## config.mk

```make
export PLATFORM = sky130hd
export DESIGN_NAME = univ_shift_reg_flat
export DESIGN_NICKNAME = d
export VERILOG_FILES = /design/src/rtl/univ_shift_reg_pkg.sv /design/src/rtl/univ_shift_reg_if.sv /design/src/rtl/univ_shift_reg_counter.sv /design/src/rtl/univ_shift_reg.sv /design/src/flat_wrapper.sv
export SDC_FILE = /design/constraint.sdc
export NUM_CORES = 1
export LEC_CHECK = 0
export CAP_MARGIN = 10
export CORE_UTILIZATION = 43
export DETAILED_ROUTE_END_ITERATION = 12
export PLACE_DENSITY = 0.77
export SYNTH_ARGS = -nofsm -noshare
export SYNTH_HDL_FRONTEND = slang
export SYNTH_SLANG_ARGS = --single-unit
```

## constraint.sdc

```tcl
create_clock -name clk -period 1.57 [get_ports clk]
set_input_delay 0.314 -clock clk [delete_from_list [all_inputs] [get_ports clk]]
set_output_delay 0.314 -clock clk [all_outputs]
set_load 0.1 [all_outputs]
```

## src/rtl/univ_shift_reg_pkg.sv

```systemverilog
// Shared definitions for the universal shift register: mode encoding,
// shift direction type and small decode helpers.
package univ_shift_pkg;

  typedef logic [1:0] mode_t;

  localparam mode_t MODE_HOLD = 2'b00;
  localparam mode_t MODE_SHR  = 2'b01;
  localparam mode_t MODE_SHL  = 2'b10;
  localparam mode_t MODE_LOAD = 2'b11;

  typedef enum logic {
    DIR_RIGHT = 1'b0,
    DIR_LEFT  = 1'b1
  } dir_t;

  function automatic logic is_shift_mode(input mode_t m);
    return (m == MODE_SHR) || (m == MODE_SHL);
  endfunction

  function automatic dir_t mode_dir(input mode_t m);
    return (m == MODE_SHL) ? DIR_LEFT : DIR_RIGHT;
  endfunction

endpackage

```

## src/rtl/univ_shift_reg_if.sv

```systemverilog
// Control/data bundle of the universal shift register. The master side drives
// the operation, the slave side (the register) returns contents and status.
interface univ_shift_reg_if #(
  parameter int WIDTH = 8
);
  import univ_shift_pkg::*;

  logic             en;
  logic             clr;
  mode_t            mode;
  logic             sin_r;
  logic             sin_l;
  logic [WIDTH-1:0] parallel_in;
  logic [WIDTH-1:0] parallel_out;
  logic             sout_r;
  logic             sout_l;
  logic             word_done;

  modport master (
    output en, clr, mode, sin_r, sin_l, parallel_in,
    input  parallel_out, sout_r, sout_l, word_done
  );

  modport slave (
    input  en, clr, mode, sin_r, sin_l, parallel_in,
    output parallel_out, sout_r, sout_l, word_done
  );

endinterface

```

## src/rtl/univ_shift_reg_counter.sv

```systemverilog
// Counts consecutive same-direction shifts and raises a one-cycle word_done
// when a full WIDTH-bit word has entered the register.
module shift_word_counter
  import univ_shift_pkg::*;
#(
  parameter int WIDTH = 8
) (
  input  logic clk,
  input  logic rst,
  input  logic clr,
  input  logic shift_valid,
  input  dir_t shift_dir,
  input  logic load,
  output logic word_done
);

  localparam int CW = (WIDTH > 2) ? $clog2(WIDTH) : 1;
  localparam logic [CW-1:0] CNT_MAX = CW'(WIDTH - 1);
  localparam logic [CW-1:0] CNT_ONE = CW'(1);

  logic [CW-1:0] r_cnt;
  dir_t          r_last_dir;
  logic          r_word_done;

  logic w_same_dir;
  logic w_wrap;

  assign w_same_dir = (shift_dir == r_last_dir);
  assign w_wrap     = w_same_dir && (r_cnt == CNT_MAX);

  // last_dir survives clr and load; only rst returns it to right.
  always_ff @(posedge clk or posedge rst) begin
    if (rst) begin
      r_cnt       <= '0;
      r_last_dir  <= DIR_RIGHT;
      r_word_done <= 1'b0;
    end else if (clr || load) begin
      r_cnt       <= '0;
      r_word_done <= 1'b0;
    end else if (shift_valid) begin
      r_last_dir <= shift_dir;
      if (!w_same_dir) begin
        // A direction change starts a new word with this shift as bit one.
        r_cnt       <= CNT_ONE;
        r_word_done <= 1'b0;
      end else if (w_wrap) begin
        r_cnt       <= '0;
        r_word_done <= 1'b1;
      end else begin
        r_cnt       <= r_cnt + CNT_ONE;
        r_word_done <= 1'b0;
      end
    end else begin
      r_word_done <= 1'b0;
    end
  end

  assign word_done = r_word_done;

endmodule

```

## src/rtl/univ_shift_reg.sv

```systemverilog
// Parametrised universal shift register: hold, shift right, shift left and
// parallel load, with a word-completion pulse from shift_word_counter.
module univ_shift_reg
  import univ_shift_pkg::*;
#(
  parameter int WIDTH = 8
) (
  input  logic                  clk,
  input  logic                  rst,
  univ_shift_reg_if.slave       bus
);

  logic [WIDTH-1:0] r_q;

  logic w_shift_valid;
  logic w_load;
  dir_t w_shift_dir;
  logic w_word_done;

  // en=0 masks every operation so the counter sees neither shift nor load.
  assign w_shift_valid = bus.en && is_shift_mode(bus.mode);
  assign w_load        = bus.en && (bus.mode == MODE_LOAD);
  assign w_shift_dir   = mode_dir(bus.mode);

  always_ff @(posedge clk or posedge rst) begin
    if (rst) begin
      r_q <= '0;
    end else if (bus.clr) begin
      r_q <= '0;
    end else if (bus.en) begin
      case (bus.mode)
        MODE_HOLD: r_q <= r_q;
        MODE_SHR:  r_q <= {bus.sin_r, r_q[WIDTH-1:1]};
        MODE_SHL:  r_q <= {r_q[WIDTH-2:0], bus.sin_l};
        MODE_LOAD: r_q <= bus.parallel_in;
        default:   r_q <= r_q;
      endcase
    end
  end

  shift_word_counter #(
    .WIDTH (WIDTH)
  ) u_counter (
    .clk         (clk),
    .rst         (rst),
    .clr         (bus.clr),
    .shift_valid (w_shift_valid),
    .shift_dir   (w_shift_dir),
    .load        (w_load),
    .word_done   (w_word_done)
  );

  assign bus.parallel_out = r_q;
  assign bus.sout_r       = r_q[0];
  assign bus.sout_l       = r_q[WIDTH-1];
  assign bus.word_done    = w_word_done;

endmodule

```

## src/flat_wrapper.sv

```systemverilog
// flat-port wrapper written by rule: the top's interface ports become plain ports
module univ_shift_reg_flat import univ_shift_pkg::*;
#(
  parameter int WIDTH = 8
)
  (clk, rst, bus_en, bus_clr, bus_mode, bus_sin_r, bus_sin_l, bus_parallel_in, bus_parallel_out, bus_sout_r, bus_sout_l, bus_word_done);
  univ_shift_reg_if #(.WIDTH(WIDTH)) bus_i ();
  input  logic clk;
  input  logic rst;
  input wire logic [$bits(bus_i.en)-1:0] bus_en;
  input wire logic [$bits(bus_i.clr)-1:0] bus_clr;
  input wire logic [$bits(bus_i.mode)-1:0] bus_mode;
  input wire logic [$bits(bus_i.sin_r)-1:0] bus_sin_r;
  input wire logic [$bits(bus_i.sin_l)-1:0] bus_sin_l;
  input wire logic [$bits(bus_i.parallel_in)-1:0] bus_parallel_in;
  output wire logic [$bits(bus_i.parallel_out)-1:0] bus_parallel_out;
  output wire logic [$bits(bus_i.sout_r)-1:0] bus_sout_r;
  output wire logic [$bits(bus_i.sout_l)-1:0] bus_sout_l;
  output wire logic [$bits(bus_i.word_done)-1:0] bus_word_done;
  assign bus_i.en = bus_en;
  assign bus_i.clr = bus_clr;
  assign bus_i.mode = bus_mode;
  assign bus_i.sin_r = bus_sin_r;
  assign bus_i.sin_l = bus_sin_l;
  assign bus_i.parallel_in = bus_parallel_in;
  assign bus_parallel_out = bus_i.parallel_out;
  assign bus_sout_r = bus_i.sout_r;
  assign bus_sout_l = bus_i.sout_l;
  assign bus_word_done = bus_i.word_done;
  univ_shift_reg #(.WIDTH(WIDTH)) u_core (.clk(clk), .rst(rst), .bus(bus_i));
endmodule
```

==> metrics.md <==
| Metric | Value |
|---|---|
| Hold bufs inserted after CTS | `0` |
| Max-cap violation count | `0` |
| Clock latency on the worst-skew pair | `300 ps` |
| All-Layer GR Usage | `0.229` |
| Hold Slack | `roughly 330 ps` |
| Chip Height | `44.1 um` |
| # diodes | `0` |
| Overflow after GRT | `0` |
| Synth Area in XOR/XNOR | `0.0230` |
| Drt drc | `0` |
| Main synth FF type | `dfrtp_1` |
| Hold Path Class | `input port to async pin` |
| Hpwl dp | `approximately 1400 um` |
| Buf/Inv on CP | `2` |
| Main combinational cell family by area after synthesis | `compound AO/OA/AOI/OAI gates` |
| Die width | `44.1 um` |
| Synth Area in Compound Gates | `0.295` |
| Post-synthesis async set-or-reset flop share | `1.00` |
| Reg2Reg Depth | `4` |
| Final non-filler cell total | `between 100 and 150` |
| Final setup TNS | `0 ps` |
| CTS clk-pin slew, worst paths | `90 ps` |
| CP max stage delay | `380 ps` |
| H-tree depth | `1` |
| Syn. warnings | `0` |
| CTS Root Cell | `clkbuf_4` |
| Simple logic cell fraction of the synthesized area | `0.0836` |
| Cell variety after synth | `22` |
| Mux cell area share after synthesis | `0.0148` |
| Critical Path End | `u_core.bus.parallel_out[0]$_DFFE_PP0P_` |
| Critical setup path kind | `input port to register` |
| CP arrival | `1560 ps` |
| Post-synth EDFFs | `0` |
| Placed instance count | `between 100 and 150` |
| Worst Path Required | `approximately 1700 ps` |
| Worst Max-Slew Pin Slew | `621 ps` |
| Starting density of the core | `0.484` |
| Sink Count | `13` |
| Peak VDD IR | `0.000670 V` |
| Max frequency | `719 MHz` |
| Row count | `14` |
| Die area | `1950 um2` |
| Io pins | `27` |
| CP max-delay cell | `or2_2` |
| Synthesized flop and latch total | `13` |
| Initial DRT Pass Iterations | `7` |
| Final setup violation count | `0` |
| Status | `completed` |
| Pwr/cell area | `764 nW/um2` |
| Fin. Hold Viols | `0` |
| Relative slew slack | `0.586` |
| Startpoint types | `input port` |
| CTS tree | `done` |
| Syn Area/Cell | `10.9 um2` |
| Worst Skew | `12.3 ps` |
| Initial drt markers | `22` |
| RSZ-0062 raised after global routing | `no` |
| Drt via density | `5.99` |
| Layout cell share with drive strength beyond 1 | `0.318` |
| Total power | `0.000948 W` |
| GPL Wtd Cong | `0.806` |
| Worst path top cell family by delay | `buffers and inverters` |
| Total Wirelength | `1890 um` |
| Reg2reg start | `u_core.u_counter.r_cnt[0]$_DFFE_PP0P_` |
| Largest cells by area after synthesis | `dfrtp_1 (43%), ha_1 (9.8%), a221oi_1 (9.2%), o2bb2ai_1 (9.2%), o21ai_0 (5.9%)` |
| CTS Buffer Depth | `2` |
| CP max FO | `8` |
| Leakage power | `0.555 nW` |
| CP Depth | `6` |
| Total number of vias | `737` |
| Worst path cell trace | `dlygate4sd2_1 > buf_4 > ha_1 > or2_2 > o21ai_0 > o2bb2ai_1` |
| Routed len/inst | `about 15 um` |
| Area of the mapped netlist | `763 um2` |
| Final core occ | `0.787` |
| Yosys top cell area share | `0.426` |
| Top-count cell post-synth | `dfrtp_1` |
| Vias in the first global route | `approximately 700` |
| RR Endpoint | `u_core.u_counter.r_cnt[2]$_DFFE_PP0P_` |
| CTS buffer count | `3` |
| Initial antenna violation count | `0` |
| Cell taking the most area after synthesis | `dfrtp_1` |
| Syn-to-layout area delta | `62.5%` |
| Post-Synth Adder-Cell Area | `0.0984` |
| First-pass GRT wire length | `3040 um` |
| Worst setup EP type | `register` |
| Routed Antenna Nets | `0` |
| Crit share post-route | `0.886` |
| Reg2reg setup slack | `250 ps` |
| CP startpoint | `bus_mode[1]` |
| Largest net degree at the start of global routing | `14` |
| Final Slew Violations | `0` |
| Net Count, Synth | `92` |
| Sequential area share after synthesis | `0.426` |
| Core ar. | `roughly 1600 um2` |
| Gate Count Post-Synth | `70` |
| IO buf count | `26` |
| Post-synth top cells | `dfrtp_1 (13), o21ai_0 (9), a221oi_1 (8), o2bb2ai_1 (8), ha_1 (6)` |
| Fin crit period | `1390 ps` |
| Post-layout net count | `130` |
## cells by family (layout without fill, tap and decap cells)
family                   after synthesis  after routing
adder cells (fa/ha/maj)                6              6
multiplexers                           1              1
XOR/XNOR                               2              2
buffers and inverters                  9             46
AND/OR/NAND/NOR                        9              9
flip-flops                            13             13
AO/OA/AOI/OAI                         30             30
## state kept, by name (all words and copies together) (netlist names)
| name | flops |
|---|---|
| u_core.u_counter.r_cnt | 3 |
| u_core.bus.parallel_out | 8 |
| u_core.u_counter.word_done | 1 |
| u_core.u_counter.r_last_dir | 1 |
## worst min path at each step
stage / start / endpoint / depth (start not counted)
2_1_floorplan: rst / u_core.bus.parallel_out[1]$_DFFE_PP0P_ / 1
3_3_place_gp: u_core.u_counter.r_cnt[1]$_DFFE_PP0P_ / u_core.u_counter.r_cnt[1]$_DFFE_PP0P_ / 1
3_5_place_dp: u_core.u_counter.r_cnt[1]$_DFFE_PP0P_ / u_core.u_counter.r_cnt[1]$_DFFE_PP0P_ / 1
4_1_cts: rst / u_core.u_counter.r_last_dir$_DFFE_PP0P_ / 2
5_1_grt: rst / u_core.u_counter.r_last_dir$_DFFE_PP0P_ / 2
6_report: rst / u_core.u_counter.r_last_dir$_DFFE_PP0P_ / 2
## final cells by class
class / count / area [um2]
Clock buffer: 4 / 26.3
Fill cell: 109 / 337
Inverter: 4 / 15.0
Multi-Input combinational cell: 48 / 393
Sequential cell: 13 / 328
Tap cell: 16 / 20.0
Timing Repair Buffer: 38 / 458
## routing by layer
layer	global-route usage	part of all wire	wire, um
met5	0	0	0
met1	0.273	0.42	793
met4	0.170	0.032	60
met3	0.0857	0.069	131
met2	0.335	0.48	900
## layout by cell type (no fill, tap or decap), drive strengths merged
| master | instances |
|---|---|
| inv | 4 |
| dfrtp | 13 |
| and3 | 2 |
| a22o | 2 |
| a221oi | 8 |
| ha | 6 |
| nor3b | 1 |
| or2 | 1 |
| o21a | 1 |
| dlygate4sd2 | 2 |
| clkbuf | 4 |
| a32o | 1 |
| and4bb | 1 |
| nand2 | 1 |
| xnor2 | 2 |
| nor2b | 1 |
| nor2 | 2 |
| o2bb2ai | 8 |
| o21ai | 9 |
| mux2 | 1 |
| buf | 23 |
| clkdlybuf4s50 | 13 |
| a21oi | 1 |
## power breakdown
group	leakage [nW]	internal, W	switching (W)
registers	0.174	0.000355	0.0000288
logic	0.366	0.000151	0.000193
clock network	0.0150	0.0000991	0.000121
## metrics by stage
step,cell area [um2],worst slack [ps]
3_3_place_gp,1210,-316
5_1_grt,1240,89.9
4_1_cts,1240,186
3_5_place_dp,1210,-381
6_report,1240,179
2_1_floorplan,766,190
## timing repair
| action | in CTS | in global routing |
|---|---|---|
| setup buffers | 1 | 0 |
| endpoints found under the setup margin | 5 | 0 |
| gates resized for setup | 5 | 0 |
| endpoints found under the hold margin | 0 | 0 |
(Power assumes the default switching activity.)
